<file path="src/rtl/uart_proto_pkg.sv">
// uart_proto_pkg
//   Protocol constants and the responder state encoding shared between the
//   device-side dump responder and the host-side model that talks to it.
//   READY_BYTE_DEF : prompt byte sent after reset and after every command
//   CMD_DUMP_DEF   : command byte that starts a memory dump
//   state_e        : responder state encoding
package uart_proto_pkg;

  localparam logic [7:0] READY_BYTE_DEF = 8'h2E;  // '.'
  localparam logic [7:0] CMD_DUMP_DEF   = 8'h44;  // 'D'

  typedef enum logic [2:0] {
    ST_PROMPT   = 3'd0,
    ST_IDLE     = 3'd1,
    ST_GET_ADDR = 3'd2,
    ST_GET_LEN  = 3'd3,
    ST_MEM_RD   = 3'd4,
    ST_SEND     = 3'd5,
    ST_TX_GAP   = 3'd6
  } state_e;

endpackage

</file>
<file path="src/rtl/uart_dump_responder.sv">
// uart_dump_responder
//   Sends a prompt byte, then waits for a dump command followed by a 32-bit
//   start address and a 32-bit byte count (both little-endian). The requested
//   bytes are fetched one 32-bit word at a time and streamed out LSB first;
//   the prompt is sent again when the dump is finished.
//
// Ports
//   clk, rst_n           : clock; rst_n is a synchronous ACTIVE-HIGH reset
//   rx_data_ready/rx_data: byte from the UART receiver
//   rx_clear             : one-cycle pulse consuming the received byte
//   tx_busy              : UART transmitter busy
//   tx_start/tx_data     : one-cycle launch pulse and byte to transmit
//   mem_req/mem_addr     : word read request (held until mem_ack)
//   mem_ack/mem_rdata    : read completion and data
//   busy                 : high from the first address byte to end of dump
module uart_dump_responder
  import uart_proto_pkg::*;
#(
  parameter logic [7:0] READY_BYTE = READY_BYTE_DEF,
  parameter logic [7:0] CMD_DUMP   = CMD_DUMP_DEF
) (
  input  logic        clk,
  input  logic        rst_n,
  input  logic        rx_data_ready,
  input  logic [7:0]  rx_data,
  output logic        rx_clear,
  input  logic        tx_busy,
  output logic        tx_start,
  output logic [7:0]  tx_data,
  output logic        mem_req,
  output logic [31:0] mem_addr,
  input  logic        mem_ack,
  input  logic [31:0] mem_rdata,
  output logic        busy
);

  state_e      state_q, state_d;
  logic [1:0]  byte_cnt_q, byte_cnt_d;
  logic [31:2] addr_q, addr_d;          // low address bits are never stored
  logic [31:0] len_q, len_d;            // length while receiving, then bytes remaining
  logic [31:0] word_addr_q, word_addr_d;
  logic [31:0] rdata_q, rdata_d;
  logic [1:0]  idx_q, idx_d;
  logic        ret_idle_q, ret_idle_d;  // TX_GAP after the prompt returns to IDLE
  logic        tx_start_q, tx_start_d;
  logic [7:0]  tx_data_q, tx_data_d;
  logic        rx_clear_q, rx_clear_d;
  logic        mem_req_q, mem_req_d;
  logic        busy_q, busy_d;

  logic        rx_take;
  logic [31:0] len_full;

  // The receiver drops rx_data_ready on the edge that sees rx_clear, so the
  // byte is still flagged during the rx_clear cycle and must not be taken twice.
  assign rx_take  = rx_data_ready && !rx_clear_q;
  assign len_full = {rx_data, len_q[23:0]};

  always_comb begin
    state_d     = state_q;
    byte_cnt_d  = byte_cnt_q;
    addr_d      = addr_q;
    len_d       = len_q;
    word_addr_d = word_addr_q;
    rdata_d     = rdata_q;
    idx_d       = idx_q;
    ret_idle_d  = ret_idle_q;
    tx_start_d  = 1'b0;
    tx_data_d   = tx_data_q;
    rx_clear_d  = 1'b0;
    mem_req_d   = mem_req_q;
    busy_d      = busy_q;

    // Every received byte is consumed, whatever the state; only IDLE and
    // the GET states make use of it.
    if (rx_take) begin
      rx_clear_d = 1'b1;
    end

    case (state_q)
      ST_PROMPT: begin
        if (!tx_busy) begin
          tx_start_d = 1'b1;
          tx_data_d  = READY_BYTE;
          ret_idle_d = 1'b1;
          state_d    = ST_TX_GAP;
        end
      end

      ST_IDLE: begin
        if (rx_take && rx_data == CMD_DUMP) begin
          byte_cnt_d = 2'd0;
          state_d    = ST_GET_ADDR;
        end
      end

      ST_GET_ADDR: begin
        if (rx_take) begin
          busy_d = 1'b1;
          case (byte_cnt_q)
            2'd0:    addr_d[7:2]   = rx_data[7:2];
            2'd1:    addr_d[15:8]  = rx_data;
            2'd2:    addr_d[23:16] = rx_data;
            default: addr_d[31:24] = rx_data;
          endcase
          byte_cnt_d = byte_cnt_q + 2'd1;
          if (byte_cnt_q == 2'd3) begin
            state_d = ST_GET_LEN;
          end
        end
      end

      ST_GET_LEN: begin
        if (rx_take) begin
          byte_cnt_d = byte_cnt_q + 2'd1;
          if (byte_cnt_q != 2'd3) begin
            len_d[{byte_cnt_q, 3'b000} +: 8] = rx_data;
          end else begin
            len_d = len_full;
            if (len_full == 32'd0) begin
              busy_d  = 1'b0;
              state_d = ST_PROMPT;
            end else begin
              word_addr_d = {addr_q, 2'b00};
              mem_req_d   = 1'b1;
              state_d     = ST_MEM_RD;
            end
          end
        end
      end

      ST_MEM_RD: begin
        if (mem_ack) begin
          rdata_d   = mem_rdata;
          mem_req_d = 1'b0;
          idx_d     = 2'd0;
          state_d   = ST_SEND;
        end
      end

      ST_SEND: begin
        if (!tx_busy) begin
          tx_start_d = 1'b1;
          tx_data_d  = rdata_q[{idx_q, 3'b000} +: 8];
          len_d      = len_q - 32'd1;
          state_d    = ST_TX_GAP;
        end
      end

      ST_TX_GAP: begin
        // One cycle for the transmitter to raise tx_busy after tx_start.
        if (ret_idle_q) begin
          ret_idle_d = 1'b0;
          state_d    = ST_IDLE;
        end else if (len_q == 32'd0) begin
          busy_d  = 1'b0;
          state_d = ST_PROMPT;
        end else if (idx_q == 2'd3) begin
          word_addr_d = word_addr_q + 32'd4;  // wraps modulo 2^32
          mem_req_d   = 1'b1;
          state_d     = ST_MEM_RD;
        end else begin
          idx_d   = idx_q + 2'd1;
          state_d = ST_SEND;
        end
      end

      default: begin
        state_d = ST_PROMPT;
      end
    endcase
  end

  always_ff @(posedge clk) begin
    if (rst_n) begin
      state_q     <= ST_PROMPT;
      byte_cnt_q  <= 2'd0;
      addr_q      <= '0;
      len_q       <= '0;
      word_addr_q <= '0;
      rdata_q     <= '0;
      idx_q       <= 2'd0;
      ret_idle_q  <= 1'b0;
      tx_start_q  <= 1'b0;
      tx_data_q   <= 8'd0;
      rx_clear_q  <= 1'b0;
      mem_req_q   <= 1'b0;
      busy_q      <= 1'b0;
    end else begin
      state_q     <= state_d;
      byte_cnt_q  <= byte_cnt_d;
      addr_q      <= addr_d;
      len_q       <= len_d;
      word_addr_q <= word_addr_d;
      rdata_q     <= rdata_d;
      idx_q       <= idx_d;
      ret_idle_q  <= ret_idle_d;
      tx_start_q  <= tx_start_d;
      tx_data_q   <= tx_data_d;
      rx_clear_q  <= rx_clear_d;
      mem_req_q   <= mem_req_d;
      busy_q      <= busy_d;
    end
  end

  assign rx_clear = rx_clear_q;
  assign tx_start = tx_start_q;
  assign tx_data  = tx_data_q;
  assign mem_req  = mem_req_q;
  assign mem_addr = word_addr_q;
  assign busy     = busy_q;

endmodule

</file>
<file path="config.mk">
export PLATFORM = sky130hd
export DESIGN_NAME = uart_dump_responder
export DESIGN_NICKNAME = d
export VERILOG_FILES = /design/src/rtl/uart_proto_pkg.sv /design/src/rtl/uart_dump_responder.sv
export SDC_FILE = /design/constraint.sdc
export NUM_CORES = 1
export LEC_CHECK = 0
export ABC_CLOCK_PERIOD_IN_PS = 2600
export CAP_MARGIN = 20
export CORE_AREA = 2 2 157 82
export CTS_CLUSTER_SIZE = 14
export DETAILED_ROUTE_END_ITERATION = 6
export DIE_AREA = 0 0 159 84
export DONT_BUFFER_PORTS = 1
export GPL_TIMING_DRIVEN = 0
export PLACE_DENSITY = 0.77
export SLEW_MARGIN = 0
export SYNTH_ARGS = -nofsm -noshare
export SYNTH_HDL_FRONTEND = slang
export SYNTH_SLANG_ARGS = --single-unit
</file>
<file path="constraint.sdc">
create_clock -name clk -period 2.6 [get_ports clk]
set_clock_uncertainty 0.1 [all_clocks]
set_input_delay 0.52 -clock clk [delete_from_list [all_inputs] [get_ports clk]]
set_output_delay 0.52 -clock clk [all_outputs]
set_load 0.005 [all_outputs]
</file>
==> reports/qor.txt <==
status -> finished, final reports clean
chip height -> 84 um
Post-Syn Area -> 7500 sq um
Req. time, crit path -> 2810 ps
reg2reg start -> len_q[17]$_SDFFE_PP0P_
latest clock arrival within the worst-skew pair -> 440 ps
Core Region -> 12190 sq um
TritonCTS clock tree -> built
clk sink count -> 144
drt wl/cell -> 21.39 um
final wirelength -> 25330 um
CP max stage delay -> 560 ps
Total Die Area -> 13360 sq um
critical path class -> flip-flop to flip-flop
DP Area -> 7721 sq um
Ant. Diodes -> 0
critical path arrival -> 2760 ps
hold slack -> 110.7 ps
hold buffers post-CTS -> 0
nets -> 1056
placed cells -> 1152
Synth Register Bits -> 144
CP cell instances -> or4_4 -> or3_1 -> buf_6 -> nor4_2 -> o22ai_1 -> a21oi_1 -> nor2_1
initial antenna violation count -> 0
Root Buffer -> clkbuf_16
Detailed Routing Iterations Pass 1 -> 6
Final Max Slew Viols -> 0
metal3 WL -> 4700 um
crit start category -> flip-flop
Fillers -> 1033
Synth top area share -> 38.44%
Area growth syn-to-layout -> 13.38%
Met2 Routed Length -> 9468 um
hold depth -> 2
total gr overflow -> 0
DRC viols -> 0
critical path endpoint category -> flip-flop
H-tree depth -> 4
number of global-route vias before repair -> 7015
via count -> 7982
FF-to-FF setup slack -> 50 ps
Reg2Reg Depth -> 7
Seq/Total Area, Yosys -> 38.44%
Crit Path Max Fanout -> 8
setup violators final -> 0
largest cells by area after synthesis -> dfxtp_1 (38%), nand2_1 (8.9%), a21oi_1 (8.7%)
Core Rows -> 29
syn_area_per_cell -> 7.653 sq um
Worst-path clk slew -> 70 ps
Ys Warns -> 0
CP Capture Point -> state_q[2]$_SDFFE_PP0P_
DR top layer -> met4
leading area contributor after synthesis -> dfxtp_1
non-filler cells, final -> 1184
CTS buffer count -> 17
Min-Delay Path Class -> primary input to flip-flop
list of most frequent post-synthesis cells -> nand2_1 (178), dfxtp_1 (144), a21oi_1 (131)
share of cells above drive strength 1 -> 10.06%
starting density of the core -> 61.51%
VDD IR max -> 0.6693 mV
setup_tns -> 0 ps
vias per cell -> 6.742
GRT Total Usage -> 37.86%
Mapped Cells -> 980
fmax -> 392.3 MHz
IO Count -> 89
initial drt markers -> 1588
Antenna Nets Post-Route -> 0
fraction of the cycle the final worst path needs -> 98.05%
PwrDens -> 835.1 nW/um^2
first-pass GRT wire length -> 39500 um
design area -> 8503 sq um
Crit. Startpoint -> len_q[17]$_SDFFE_PP0P_
Leak Pwr -> 2.826 nW
total of max-cap violations -> 0
DIE WIDTH -> 159 um
RePlAce Congestion -> 0.9739
total chip power -> 7.101 mW
dpl hpwl -> 17630 um
Crit-path slowest cell -> or4_4
met1 WL -> 10660 um
Hold Violations, Final -> 0
Slew headroom -> 32.27%
Max Buffers Root-to-Sink -> 2
Tmin final -> 2549 ps
largest net degree at the start of global routing -> 17
worst-margin pin slew -> 1016 ps
Most used DFF post-synth -> dfxtp_1
EDFF count, synth -> 0
reg2reg end -> state_q[2]$_SDFFE_PP0P_
Port Buffers -> 0
Synth cell types -> 69
post-synthesis async set-or-reset flop share -> 0%
most common cell in the netlist -> nand2_1
kinds of logic after synthesis:
family	synth area share, %
other	0.05000
AOI/OAI and AO/OA	24.22
and+or+nand+nor	27.54
xor gates and xnor gates	0.3504
buffers and inverters	5.322
adders and majority gates	1.668
DFF	38.44
muxes	2.402
stage by stage:
step / worst slack, ps / utilization (%)
floorplan: 276.3 / -
global placement: -214.5 / 63.29
detailed placement: -272.0 / 63.33
CTS: 13.32 / 68.71
global route: -7.536 / 69.75
finish: 50.70 / 69.75
sequential cells by signal (all words and copies together), names as in the netlist:
| name | flops |
|---|---|
| len_q | 32 |
| rdata_q | 32 |
| addr_q | 30 |
| mem_addr | 30 |
| tx_data | 8 |
| state_q | 3 |
| byte_cnt_q | 2 |
| idx_q | 2 |
| busy | 1 |
| mem_req | 1 |
| ret_idle_q | 1 |
| rx_clear | 1 |
| tx_start | 1 |
cells in the final DEF, fill, tap and decap left out, types with 5 or more instances in the layout:
| master | n |
|---|---|
| nand2_1 | 177 |
| dfxtp_1 | 143 |
| a21oi_1 | 128 |
| nor2_1 | 72 |
| nand3_1 | 56 |
| clkbuf_1 | 54 |
| o21ai_0 | 51 |
| nor3_1 | 26 |
| a22oi_1 | 17 |
| clkbuf_16 | 17 |
| inv_1 | 13 |
| nor4_1 | 13 |
| nand4_1 | 12 |
| nand2b_1 | 10 |
| nor2b_1 | 10 |
| o21ai_1 | 10 |
| ha_1 | 10 |
| or3_1 | 9 |
| a211oi_2 | 8 |
| mux4_2 | 8 |
| and3_1 | 7 |
| clkbuf_2 | 7 |
| o32ai_1 | 7 |
| o31ai_1 | 7 |
| a31oi_1 | 7 |
| buf_2 | 6 |
| a32oi_1 | 6 |
| a32o_1 | 6 |
| inv_8 | 6 |
| o22ai_1 | 5 |
| buf_6 | 5 |
| buf_4 | 5 |
| and2_1 | 5 |
| inv_6 | 5 |
how the worst min path moves through the flow:
stage	from	to	slack (ps)
after global placement	rdata_q[19]$_SDFFE_PP0P_	rdata_q[19]$_SDFFE_PP0P_	340
final	mem_rdata[26]	rdata_q[26]$_SDFFE_PP0P_	110
after global routing	mem_rdata[9]	rdata_q[9]$_SDFFE_PP0P_	110
after CTS	mem_rdata[26]	rdata_q[26]$_SDFFE_PP0P_	110
after detailed placement	rdata_q[22]$_SDFFE_PP0P_	rdata_q[22]$_SDFFE_PP0P_	350
after floorplan	rdata_q[16]$_SDFFE_PP0P_	rdata_q[16]$_SDFFE_PP0P_	330
layer usage:
metal	global-route usage [%]	vias to the layer above
met1	56.79	3669
met4	10.99	0
met5	0	-
met3	14.95	65
li1	-	3580
met2	48.85	668
power by group:
part           leakage, nW  total [mW]  internal (mW)  switching [mW]
clock                0.315        2.70           1.57            1.14
sequential            1.16        2.50           2.37           0.132
combinational         1.35        1.90          0.615            1.29
total                 2.83        7.10           4.55            2.55
final cells by class:
type                       count  area (sq um)  area share [%]
tap                          170         212.7           2.501
inverter                      13         48.80          0.5739
clock inverter                15         210.2           2.472
timing repair buffer           3         32.53          0.3826
clock buffer                  17         425.4           5.003
buffer                        77         360.3           4.238
sequential                   144          2884           33.92
multi-input combinational    745          4329           50.91
worst max-delay path, delay by kind of cell (launching register included):
family	cells	cell delay (ps)
AOI/OAI and AO/OA	2	370
buffers and inverters	1	170
DFF	1	350
and+or+nand+nor	4	1440
timing repair:
item                                    4_1_cts  5_1_grt
gates resized for setup                       8       31
endpoints found under the setup margin       32       90
buffers inserted                              0        2
pin swaps                                     0        3
(Power assumes the default switching activity.)
